**config.mk**
```make
export PLATFORM = sky130hd
export DESIGN_NAME = fib_top
export DESIGN_NICKNAME = d
export VERILOG_FILES = /design/src/rtl/fib_pkg.sv /design/src/rtl/fib_alu.sv /design/src/rtl/fib_top.sv /design/src/rtl/fib_ctrl.sv
export SDC_FILE = /design/constraint.sdc
export NUM_CORES = 1
export LEC_CHECK = 0
export CAP_MARGIN = 10
export CORE_ASPECT_RATIO = 1.75
export CORE_MARGIN = 4
export CORE_UTILIZATION = 55
export DETAILED_ROUTE_END_ITERATION = 8
export PLACE_DENSITY = 0.86
export SYNTH_ARGS = -nofsm -noshare
export SYNTH_HDL_FRONTEND = slang
export SYNTH_SLANG_ARGS = --single-unit
```
**constraint.sdc**
```tcl
create_clock -name clk -period 4.2 [get_ports clk]
set_clock_uncertainty 0.1 [all_clocks]
set_input_delay 0.84 -clock clk [delete_from_list [all_inputs] [get_ports clk]]
set_output_delay 0.84 -clock clk [all_outputs]
set_load 0.03 [all_outputs]
```
**src/rtl/fib_pkg.sv**
```systemverilog
// Shared definitions for the Fibonacci controller, its ALU and the top level:
// controller state encoding and the ALU opcode set.
package fib_pkg;

    typedef enum logic [2:0] {
        ST_IDLE  = 3'd0,
        ST_CHECK = 3'd1,
        ST_ADD   = 3'd2,
        ST_DEC   = 3'd3,
        ST_DONE  = 3'd4
    } fib_state_t;

    localparam int DATA_W = 4;

    localparam logic [2:0] ALU_OP_ADD = 3'b000;
    localparam logic [2:0] ALU_OP_SUB = 3'b001;
    localparam logic [2:0] ALU_OP_AND = 3'b010;
    localparam logic [2:0] ALU_OP_OR  = 3'b011;
    localparam logic [2:0] ALU_OP_XOR = 3'b100;
    localparam logic [2:0] ALU_OP_PASS_A = 3'b101;

endpackage

```
**src/rtl/fib_alu.sv**
```systemverilog
// Shared 4-bit combinational ALU; results wrap modulo 16.
module fib_alu
    import fib_pkg::*;
(
    input  logic [2:0]        opcode,
    input  logic [DATA_W-1:0] a,
    input  logic [DATA_W-1:0] b,
    output logic [DATA_W-1:0] o,
    output logic              zero
);

    // Operation select; unused opcodes produce zero.
    always_comb begin
        o = '0;
        case (opcode)
            ALU_OP_ADD:    o = a + b;
            ALU_OP_SUB:    o = a - b;
            ALU_OP_AND:    o = a & b;
            ALU_OP_OR:     o = a | b;
            ALU_OP_XOR:    o = a ^ b;
            ALU_OP_PASS_A: o = a;
            default:       o = '0;
        endcase
    end

    assign zero = (o == '0);

endmodule

```
**src/rtl/fib_top.sv**
```systemverilog
// Top level: Fibonacci controller wired to the shared ALU.
module fib_top
    import fib_pkg::*;
(
    input  logic              clk,
    input  logic              rst_n,
    input  logic              start,
    input  logic [DATA_W-1:0] n,
    output logic              busy,
    output logic              done,
    output logic [DATA_W-1:0] result,
    output logic              overflow
);

    logic [2:0]        alu_opcode;
    logic [DATA_W-1:0] alu_a;
    logic [DATA_W-1:0] alu_b;
    logic [DATA_W-1:0] alu_o;
    logic              alu_zero;

    fib_ctrl #(
        .OP_ADD (ALU_OP_ADD),
        .OP_SUB (ALU_OP_SUB)
    ) u_ctrl (
        .clk        (clk),
        .rst_n      (rst_n),
        .start      (start),
        .n          (n),
        .alu_opcode (alu_opcode),
        .alu_a      (alu_a),
        .alu_b      (alu_b),
        .alu_o      (alu_o),
        .alu_zero   (alu_zero),
        .busy       (busy),
        .done       (done),
        .result     (result),
        .overflow   (overflow)
    );

    fib_alu u_alu (
        .opcode (alu_opcode),
        .a      (alu_a),
        .b      (alu_b),
        .o      (alu_o),
        .zero   (alu_zero)
    );

endmodule

```
**src/rtl/fib_ctrl.sv**
```systemverilog
// Fibonacci sequencer: computes F(n) mod 16 by iterating prev/curr through
// an external ALU, with a sticky overflow flag tracked per term.
module fib_ctrl
    import fib_pkg::*;
#(
    parameter logic [2:0] OP_ADD = ALU_OP_ADD,
    parameter logic [2:0] OP_SUB = ALU_OP_SUB
) (
    input  logic              clk,
    input  logic              rst_n,
    input  logic              start,
    input  logic [DATA_W-1:0] n,
    output logic [2:0]        alu_opcode,
    output logic [DATA_W-1:0] alu_a,
    output logic [DATA_W-1:0] alu_b,
    input  logic [DATA_W-1:0] alu_o,
    input  logic              alu_zero,
    output logic              busy,
    output logic              done,
    output logic [DATA_W-1:0] result,
    output logic              overflow
);

    fib_state_t        state_reg, state_next;
    logic [DATA_W-1:0] prev_reg, prev_next;
    logic [DATA_W-1:0] curr_reg, curr_next;
    logic [DATA_W-1:0] cnt_reg, cnt_next;
    logic              prev_ovf_reg, prev_ovf_next;
    logic              curr_ovf_reg, curr_ovf_next;
    logic [DATA_W-1:0] result_reg, result_next;
    logic              overflow_reg, overflow_next;
    logic              busy_reg, busy_next;

    // State and datapath registers; reset clears everything, aborting any run.
    always_ff @(posedge clk or negedge rst_n) begin
        if (!rst_n) begin
            state_reg    <= ST_IDLE;
            prev_reg     <= '0;
            curr_reg     <= '0;
            cnt_reg      <= '0;
            prev_ovf_reg <= 1'b0;
            curr_ovf_reg <= 1'b0;
            result_reg   <= '0;
            overflow_reg <= 1'b0;
            busy_reg     <= 1'b0;
        end else begin
            state_reg    <= state_next;
            prev_reg     <= prev_next;
            curr_reg     <= curr_next;
            cnt_reg      <= cnt_next;
            prev_ovf_reg <= prev_ovf_next;
            curr_ovf_reg <= curr_ovf_next;
            result_reg   <= result_next;
            overflow_reg <= overflow_next;
            busy_reg     <= busy_next;
        end
    end

    // Next-state logic, datapath updates and state-decoded ALU/done outputs.
    always_comb begin
        state_next    = state_reg;
        prev_next     = prev_reg;
        curr_next     = curr_reg;
        cnt_next      = cnt_reg;
        prev_ovf_next = prev_ovf_reg;
        curr_ovf_next = curr_ovf_reg;
        result_next   = result_reg;
        overflow_next = overflow_reg;
        alu_opcode    = OP_ADD;
        alu_a         = '0;
        alu_b         = '0;
        done          = 1'b0;

        case (state_reg)
            ST_IDLE: begin
                if (start) begin
                    prev_next     = '0;
                    curr_next     = 4'd1;
                    cnt_next      = n;
                    prev_ovf_next = 1'b0;
                    curr_ovf_next = 1'b0;
                    state_next    = ST_CHECK;
                end
            end
            ST_CHECK: begin
                // cnt - 0 lets the ALU zero flag act as the loop terminator.
                alu_opcode = OP_SUB;
                alu_a      = cnt_reg;
                alu_b      = '0;
                if (alu_zero) begin
                    result_next   = prev_reg;
                    overflow_next = prev_ovf_reg;
                    state_next    = ST_DONE;
                end else begin
                    state_next = ST_ADD;
                end
            end
            ST_ADD: begin
                // A wrapped sum is smaller than either operand.
                alu_opcode    = OP_ADD;
                alu_a         = prev_reg;
                alu_b         = curr_reg;
                prev_next     = curr_reg;
                prev_ovf_next = curr_ovf_reg;
                curr_next     = alu_o;
                curr_ovf_next = curr_ovf_reg | (alu_o < prev_reg);
                state_next    = ST_DEC;
            end
            ST_DEC: begin
                alu_opcode = OP_SUB;
                alu_a      = cnt_reg;
                alu_b      = 4'd1;
                cnt_next   = alu_o;
                state_next = ST_CHECK;
            end
            ST_DONE: begin
                done       = 1'b1;
                state_next = ST_IDLE;
            end
            default: begin
                state_next = ST_IDLE;
            end
        endcase

        busy_next = (state_next != ST_IDLE);
    end

    assign busy     = busy_reg;
    assign result   = result_reg;
    assign overflow = overflow_reg;

endmodule

```
# [After elaboration in Yosys (flattened, before gate mapping)]
# Index checks and enable logic that the tools add are counted.
[op_classes] n_reduce_logical=10 magnitude_cmp=1 bitwise=4 addsub=2 n_eq_ne=10 n_mux=17
[ops] op="4-bit case mux with 2 select lines" count=5
[ops] op="4-bit case mux with 6 select lines" count=1
[ops] op="4-bit 2-to-1 mux" count=3
[ops] op="3-bit case mux with 4 select lines" count=1
[ops] op="1-bit by 3-bit == test with 1-bit output, second input constant" count=2
[ops] op="3-bit by 2-bit == test with 1-bit output, second input constant" count=2
[ops] op="3-bit logical NOT" count=2
[ops] op="3-bit 2-to-1 mux" count=2
[ops] op="2-bit AND reduction" count=3
[ops] op="4-bit adder" count=1
[ops] op="4-bit AND" count=1
[ops] op="1-bit by 2-bit == test with 1-bit output, second input constant" count=2
[ops] op="4-bit logical NOT" count=1
[ops] op="4-bit < comparator" count=1
[ops] op="4-bit bitwise OR" count=1
[ops] op="1-bit case mux with 2 select lines" count=2
[ops] op="2-bit nonzero test" count=2
[ops] op="4-bit subtractor" count=1
[ops] op="4-bit XOR" count=1
[ops] op="3-bit by 1-bit == test with 1-bit output, second input constant" count=1
[ops] op="3-bit == test, second input constant" count=1
[ops] op="1-bit 2-to-1 mux" count=3
[ops] op="3-bit nonzero test" count=1
[ops] op="2-bit != test, second input constant" count=1
[ops] op="3 further kinds" count=3
[totals] elab_cells=53 inputBits=7 reg_bits=23 out_inout_bits=7

# [Logic depth before layout (Yosys ltp)]
# Gate-level depths: netlist (run 1).
[logic_depth] depth_word=9 mapped_depth=15 ltp_nobuf=14

# [Cells and area by module]
# Synthesis (run 1) repeated with hierarchy kept, for this count alone.
[hier_totals] hier_cells=165 area_unflattened_um2=1672.9
[modules_own_cells] mod="fib_ctrl" area_per_inst_um2=1129.8 cells_each=98 n_inst=1
[modules_own_cells] mod="fib_alu" area_per_inst_um2=543.0 cells_each=67 n_inst=1

# [Worst setup path after synthesis (run 1)]
# Ideal clock, no wire load.
[synth_timing] path_type="reg-to-reg" start="reg u_ctrl.state_reg[0]" end="reg u_ctrl.overflow_reg, in the netlist u_ctrl.overflow" path_slack_ps=535 synth_period_minus_slack_ps=3665 t_arrival_ps=3439 setup_time_ps=125 stages_incl_launch_ff=15 cell_sequence="dfrtp_1 -> buf_2 -> nor3b_4 -> nand2_1 -> ha_1 -> nor2b_1 -> a31oi_1 -> o22a_1 -> ha_1 -> nor2b_1 -> a221oi_1 -> xnor3_1 -> or3_1 -> buf_6 -> mux2_4"
[synth_via] elab_chain_len=7 word_cells_on_any_way=21
[synth_lines] item="from (decl)" line="fib_ctrl.sv:24" rtl="fib_state_t state_reg, state_next;"
[synth_lines] item="from (signal assigned)" line="fib_ctrl.sv:47" rtl="state_reg <= state_next;"
[synth_lines] item="3-bit by 2-bit == test with 1-bit output / 3-bit by 1-bit == test with 1-bit output (equally long branches)" line="fib_ctrl.sv:74" rtl="case (state_reg)"
[synth_lines] item="2-bit OR reduction (no source line)"
[synth_lines] item="4-bit case mux with 2 select lines / 1-bit 2-to-1 mux (equally long branches)" line="fib_ctrl.sv:74"
[synth_lines] item="4-bit subtractor, or another cell as far along" line="fib_alu.sv:17" rtl="ALU_OP_SUB: o = a - b;"
[synth_lines] item="4-bit case mux with 6 select lines" line="fib_alu.sv:15" rtl="case (opcode)"
[synth_lines] item="4-bit logical NOT" line="fib_alu.sv:26" rtl="assign zero = (o == '0);"
[synth_lines] item="2-bit AND reduction (no source line) (*)"
[synth_lines] item="to (signal assigned)" line="fib_ctrl.sv:54" rtl="overflow_reg <= overflow_next;"
[synth_lines] item="to (decl)" line="fib_ctrl.sv:31" rtl="logic overflow_reg, overflow_next;"
# Mark *: on every way between the ends. The rest lies on a longest branch, timed or not.
# A chain may end at the register's enable or synchronous reset.

# [Worst setup path in the final report (run 1)]
[layout_timing] start="reg u_ctrl.state_reg[2]" end="reg u_ctrl.result_reg[2], in the netlist u_ctrl.result[2]"
[layout_via] elab_chain_len=7 word_cells_on_any_way=21
[layout_lines] item="3-bit by 2-bit == test with 1-bit output / 3-bit by 1-bit == test with 1-bit output (equally long branches)" line="fib_ctrl.sv:74"
[layout_lines] item="2-bit OR reduction (no source line)"
[layout_lines] item="4-bit case mux with 2 select lines / 1-bit 2-to-1 mux (equally long branches)" line="fib_ctrl.sv:74"
[layout_lines] item="4-bit subtractor, or another cell as far along" line="fib_alu.sv:17"
[layout_lines] item="4-bit case mux with 6 select lines" line="fib_alu.sv:15"
[layout_lines] item="4-bit logical NOT" line="fib_alu.sv:26"
[layout_lines] item="2-bit AND reduction (no source line) (*)"
[layout_lines] item="to (signal assigned)" line="fib_ctrl.sv:53" rtl="result_reg <= result_next;"
[layout_lines] item="to (decl)" line="fib_ctrl.sv:30" rtl="logic [DATA_W-1:0] result_reg, result_next;"
# Marks and branches as above.

==> metrics.csv, run 1 <==
metric,value,unit
Syn. warnings,0,
DR pass1 iterations,4,
fillers,187,
Initial Util,57.2,%
Worst Tran Pin Value,0.991,ns
via count,984,
DR DRC count,0,
IO Pins,14,
Max Freq,0.250,GHz
area share of the largest cell type after synthesis,44.2,%
R2R Path Start,u_ctrl.state_reg[2],
vias per std cell,6.00,
HP Class,flop to flop,
endpoints failing setup,0,
core area,2270,sq um
detailed-route wire length,2920,microns
die height,72.3,microns
iteration-0 DRC count of the detailed router,30,
Root Driver,clkbuf_8,
initial antenna violation count,0,
maxcap violations,0,
WS Path Type,flop to flop,
Final Hold Violating Endpoints,0,
Clock Latency Late Sink,0.26,ns
Synth area leaders,"dfrtp_1 (44%), ha_1 (6.7%), mux2_4 (5.8%)",
"EDFF count, synth",0,
most frequent cells in the layout,"dfrtp_1 (23), nand2_1 (14), clkdlybuf4s50_1 (13)",
Port Buf Inserts,13,
GR Layer Usage met2,37.4,%
clock-pin slew on the worst setup and hold paths,0.08,ns
GRT Util Overall,20.8,%
setup bufs post-CTS,0,
sequential area share after synthesis,44.2,%
cell area after synthesis,1300,sq um
routability cong.,0.889,
post-synthesis cell type count,36,
largest net degree at the start of global routing,24,
required time worst endpoint,4.25,ns
CTS sink count,23,
Clock Tree Buf Depth,2,
DRT antenna net count,0,
Rel. slew slack,33.7,%
Startpoint Class,flop,
Tcrit/Tclk final,95.3,%
met1 usage,22.3,%
Slowest cell on crit path,or3_1,
total number of cells along the worst setup path,13,
Synth Register Bits,23,
Worst Path Max Fanout,6,
endpoint class of the critical path,flop,
met3 Track Usage GR,2.23,%
gr busiest metal,met2,
die area,3240,sq um
Inserted Diodes,0,
crit path from,u_ctrl.state_reg[2],
Setup crit end,u_ctrl.result[2],
reg2reg path depth,13,
mean routed wirelength per cell,17.8,microns
layout cells sized above 1,12.9,%
crit path DAT,4.05,ns
R2R Path End,u_ctrl.result[2],
Area growth syn-to-layout,15.0,%
Worst R2R Setup Slack,0.20,ns
min Tclk post-route,4.00,ns
gr ovfl total,0,
"commonest non-fill, non-tap cell in the layout",dfrtp_1,
critical path's most frequent cell,nor2b_1,
Syn Nets,138,
Post-synth top flop,dfrtp_1,
Synth Instances,123,
number of gates resized after CTS,0,
syn avg cell area,10.6,sq um
Critical Path Max Stage Delay,0.56,ns
CTS Buf Count,3,
async set-reset flop share out of synthesis,100,%
Buf/Inv on CP,1,
hold-fix buffer count after cts,0,
die width,44.8,microns
vias in the first global route,991,
CTS tree,built,
first-pass GRT wire length,4820,microns
CP top delay family,simple AND/OR/NAND/NOR gates,
Synth area leader,dfrtp_1,
outcome,"finished, final reports clean",
FP Rows,23,
CP cell instances,nor2b_1 -> o21a_1 -> inv_1 -> ha_1 -> nor2b_1 -> a31oi_1 -> o22a_1 -> ha_1 -> nor2b_1 -> a221oi_1 -> xnor3_1 -> or3_1 -> mux2_4,
detailed placer's ending HPWL,2290,microns
final setup TNS,0,ns
fin. max-slew vios,0,
Final nets,155,
CTS H-tree lvls,1,
unrepaired setup endpoints after global routing,false,
-- worst min-delay path by stage --
| stage | cells past startpoint | from | endpoint | slack [ns] |
|---|---|---|---|---|
| floorplan | 2 | u_ctrl.prev_ovf_reg | u_ctrl.prev_ovf_reg | 0.35 |
| global placement | 2 | u_ctrl.prev_ovf_reg | u_ctrl.prev_ovf_reg | 0.38 |
| detailed placement | 1 | u_ctrl.cnt_reg[1] | u_ctrl.cnt_reg[1] | 0.40 |
| CTS | 2 | u_ctrl.prev_ovf_reg | u_ctrl.prev_ovf_reg | 0.42 |
| global route | 1 | u_ctrl.result[0] | u_ctrl.result[0] | 0.44 |
| finish | 2 | u_ctrl.prev_ovf_reg | u_ctrl.prev_ovf_reg | 0.42 |
-- tightest hold or removal path, stage by stage, from the launching register on --
cell	delay [ns]
dfrtp_1	0.35
nand2_1	0.05
o21ai_0	0.08
-- kinds of logic after synthesis --
family	after synthesis	share of synthesized area (%)
muxes	6	6.54
and+or+nand+nor	39	16.2
DFF	23	44.2
xor gates and xnor gates	4	3.75
buffers and inverters	16	6.44
AOI/OAI and AO/OA	27	14.6
adders and majority gates	8	8.27
-- synth_stat cells, drive strengths merged (2+ instances only) --
| library cell | instances |
|---|---|
| inv | 11 |
| ha | 7 |
| o21ai | 5 |
| nor2b | 6 |
| nand2 | 14 |
| buf | 4 |
| nor2 | 7 |
| or2 | 2 |
| nor3 | 2 |
| xor2 | 3 |
| mux2 | 5 |
| a221o | 2 |
| a21oi | 7 |
| a22o | 4 |
| nand2b | 2 |
| dfrtp | 23 |
-- metal layers --
metal	vias up	share of wire, %
li1	460	-
met1	481	36
met2	31	56
met3	12	4.1
met4	0	4.1
met5	-	0
-- per-stage QoR --
step / utilization, % / area (sq um) / setup WS, ns / instances / hold WS (ns)
final: 65.8 / 1500 / 0.199 / 164 / 0.422
after floorplan: - / 1300 / 0.535 / 123 / 0.350
after CTS: 65.8 / 1500 / 0.250 / 164 / 0.425
after global routing: 65.8 / 1500 / 0.0102 / 164 / 0.439
after detailed placement: 63.8 / 1450 / 0.254 / 160 / 0.401
after global placement: 63.8 / 1450 / 0.382 / 160 / 0.382
-- area by class of cell --
cell class | instances | area [sq um] | area share [%]
Clock buffer | 3 | 41.3 | 2.76
Clock inverter | 1 | 5.00 | 0.334
Inverter | 11 | 41.3 | 2.76
Multi-Input combinational cell | 84 | 642 | 42.9
Sequential cell | 23 | 576 | 38.5
Tap cell | 25 | 31.3 | 2.09
Timing Repair Buffer | 17 | 160 | 10.7
Power of run 1 is not shown: default switching activity piles up to over one toggle a cycle in this logic, so the estimate is an artifact.
==> run 2: changes to the inputs <==
CELL_PAD_IN_SITES_DETAIL_PLACEMENT = 1   (was default)
CELL_PAD_IN_SITES_GLOBAL_PLACEMENT = 2   (was default)
CORE_UTILIZATION = 36   (was 55)
==> metrics.csv, run 2 (synthesis results as in run 1) <==
metric,value,unit,change
largest net degree at the start of global routing,24,,unchanged
Startpoint Class,flop,,unchanged
via count,962,,was 984
Root Driver,clkbuf_8,,unchanged
GR Layer Usage met2,31.6,%,was 37.4%
Worst Path Max Fanout,7,,was 6
GRT Util Overall,15.6,%,was 20.8%
fin. max-slew vios,0,,unchanged
FP Rows,28,,was 23
endpoints failing setup,0,,unchanged
Rel. slew slack,33.0,%,was 33.7%
Clock Tree Buf Depth,2,,unchanged
final setup TNS,0,ns,unchanged
Max Freq,0.248,GHz,was 0.250 GHz
CTS Buf Count,3,,unchanged
WS Path Type,flop to flop,,unchanged
Inserted Diodes,0,,unchanged
met1 usage,14.9,%,was 22.3%
iteration-0 DRC count of the detailed router,38,,was 30
unrepaired setup endpoints after global routing,false,,unchanged
gr ovfl total,0,,unchanged
die height,87.5,microns,was 72.3 microns
Initial Util,37.9,%,was 57.2%
dpl cell area,1480,sq um,was 1450 sq um
most frequent cells in the layout,"dfrtp_1 (23), nand2_1 (14), clkdlybuf4s50_1 (13)",,unchanged
Worst R2R Setup Slack,0.17,ns,was 0.20 ns
first-pass GRT wire length,5180,microns,was 4820 microns
mean routed wirelength per cell,17.9,microns,was 17.8 microns
DR pass1 iterations,4,,unchanged
post-route cell area,1520,sq um,was 1500 sq um
R2R Path Start,u_ctrl.state_reg[2],,unchanged
initial antenna violation count,0,,unchanged
Hold Path End,u_ctrl.prev_ovf_reg,,unchanged
die width,53.4,microns,was 44.8 microns
Clock Latency Late Sink,0.27,ns,was 0.26 ns
min Tclk post-route,4.03,ns,was 4.00 ns
reg2reg path depth,13,,unchanged
detailed-route wire length,3290,microns,was 2920 microns
vias per std cell,5.23,,was 6.00
detailed placer's ending HPWL,2610,microns,was 2290 microns
Worst Tran Pin Value,1.00,ns,was 0.991 ns
DRT antenna net count,0,,unchanged
IO Pins,14,,unchanged
Final Hold Violating Endpoints,0,,unchanged
crit path DAT,4.08,ns,was 4.05 ns
CTS sink count,23,,unchanged
R2R Path End,u_ctrl.overflow,,was u_ctrl.result[2]
HP Class,flop to flop,,unchanged
CTS H-tree lvls,1,,unchanged
Area growth syn-to-layout,17.1,%,was 15.0%
Tcrit/Tclk final,95.9,%,was 95.3%
endpoint class of the critical path,flop,,unchanged
"commonest non-fill, non-tap cell in the layout",dfrtp_1,,unchanged
die area,4680,sq um,was 3240 sq um
outcome,"finished, final reports clean",,unchanged
Port Buf Inserts,13,,unchanged
clock-pin slew on the worst setup and hold paths,0.08,ns,about the same
Hold Crit Depth,2,,unchanged
fillers,421,,was 187
Final nets,155,,unchanged
HP Start,u_ctrl.prev_ovf_reg,,unchanged
DR DRC count,0,,unchanged
maxcap violations,0,,unchanged
core area,3430,sq um,was 2270 sq um
met3 Track Usage GR,1.70,%,was 2.23%
layout cells sized above 1,13.7,%,was 12.9%
required time worst endpoint,4.25,ns,about the same
vias in the first global route,1085,,was 991
CTS tree,built,,unchanged
routability cong.,0.874,,was 0.889
gr busiest metal,met2,,unchanged
hold-fix buffer count after cts,0,,unchanged
-- run 2: cell count changes in the layout (fill, tap and decap cells not counted) --
cell / delta
nor2b_1: -1
nor2b_2: +1
-- run 2: critical path, cell delays in order (launching register included) --
cell	delay [ns]
dfrtp_1	0.49
nor2b_2	0.25
o21a_1	0.18
inv_1	0.05
ha_1	0.21
nor2b_1	0.14
a31oi_1	0.19
o22a_1	0.17
ha_1	0.26
nor2b_1	0.15
a221oi_1	0.48
xnor3_1	0.35
or3_1	0.54
mux2_4	0.34
-- run 2: worst max path at each step --
stage | start | endpoint | slack, ns | depth (start not counted)
2_1_floorplan | u_ctrl.state_reg[0] | u_ctrl.overflow | 0.54 | 14
3_3_place_gp | u_ctrl.state_reg[2] | u_ctrl.overflow | 0.34 | 13
3_5_place_dp | u_ctrl.state_reg[2] | u_ctrl.overflow | 0.18 | 13
4_1_cts | u_ctrl.state_reg[2] | u_ctrl.overflow | 0.10 | 13
5_1_grt | u_ctrl.state_reg[2] | u_ctrl.overflow | 0.03 | 13
6_report | u_ctrl.state_reg[2] | u_ctrl.overflow | 0.17 | 13
-- run 2: what timing repair did --
action                     in CTS  in global routing
setup endpoints to repair       0                  5
resized for setup               0                  1
buffers inserted                0                  0
-- run 2: final cells by class --
class,instances,area (sq um),area share [%]
clock buffer,3,41.3,2.71
clock inverter,1,5.00,0.328
inverter,11,41.3,2.71
multi-input combinational,84,644,42.3
sequential,23,576,37.8
tap,45,56.3,3.69
timing repair buffer,17,160,10.5
-- run 2: through the flow --
| step | utilization [%] | hold WS, ns | std cells | worst slack, ns |
|---|---|---|---|---|
| CTS | 44.3 | 0.416 | 184 | 0.104 |
| floorplan | - | 0.350 | 123 | 0.535 |
| detailed placement | 43.0 | 0.395 | 180 | 0.183 |
| finish | 44.4 | 0.399 | 184 | 0.171 |
| global placement | 43.0 | 0.385 | 180 | 0.345 |
| global route | 44.4 | 0.424 | 184 | 0.0306 |
-- run 2: routing by layer --
metal / part of all wire [%] / up-vias
li1: - / 456
met1: 36 / 482
met2: 60 / 18
met3: 2.7 / 6
met4: 1.8 / 0
met5: 0 / -
Power of run 2 is left out for the same reason.
==> run 3: changes to the inputs <==
CTS_CLUSTER_SIZE = 25   (was default)
HOLD_SLACK_MARGIN = 0.08   (was default)
==> results of run 3 <==
Final layout, timing and power as in run 2 (identical DEF).
Power of run 3 is left out for the same reason.
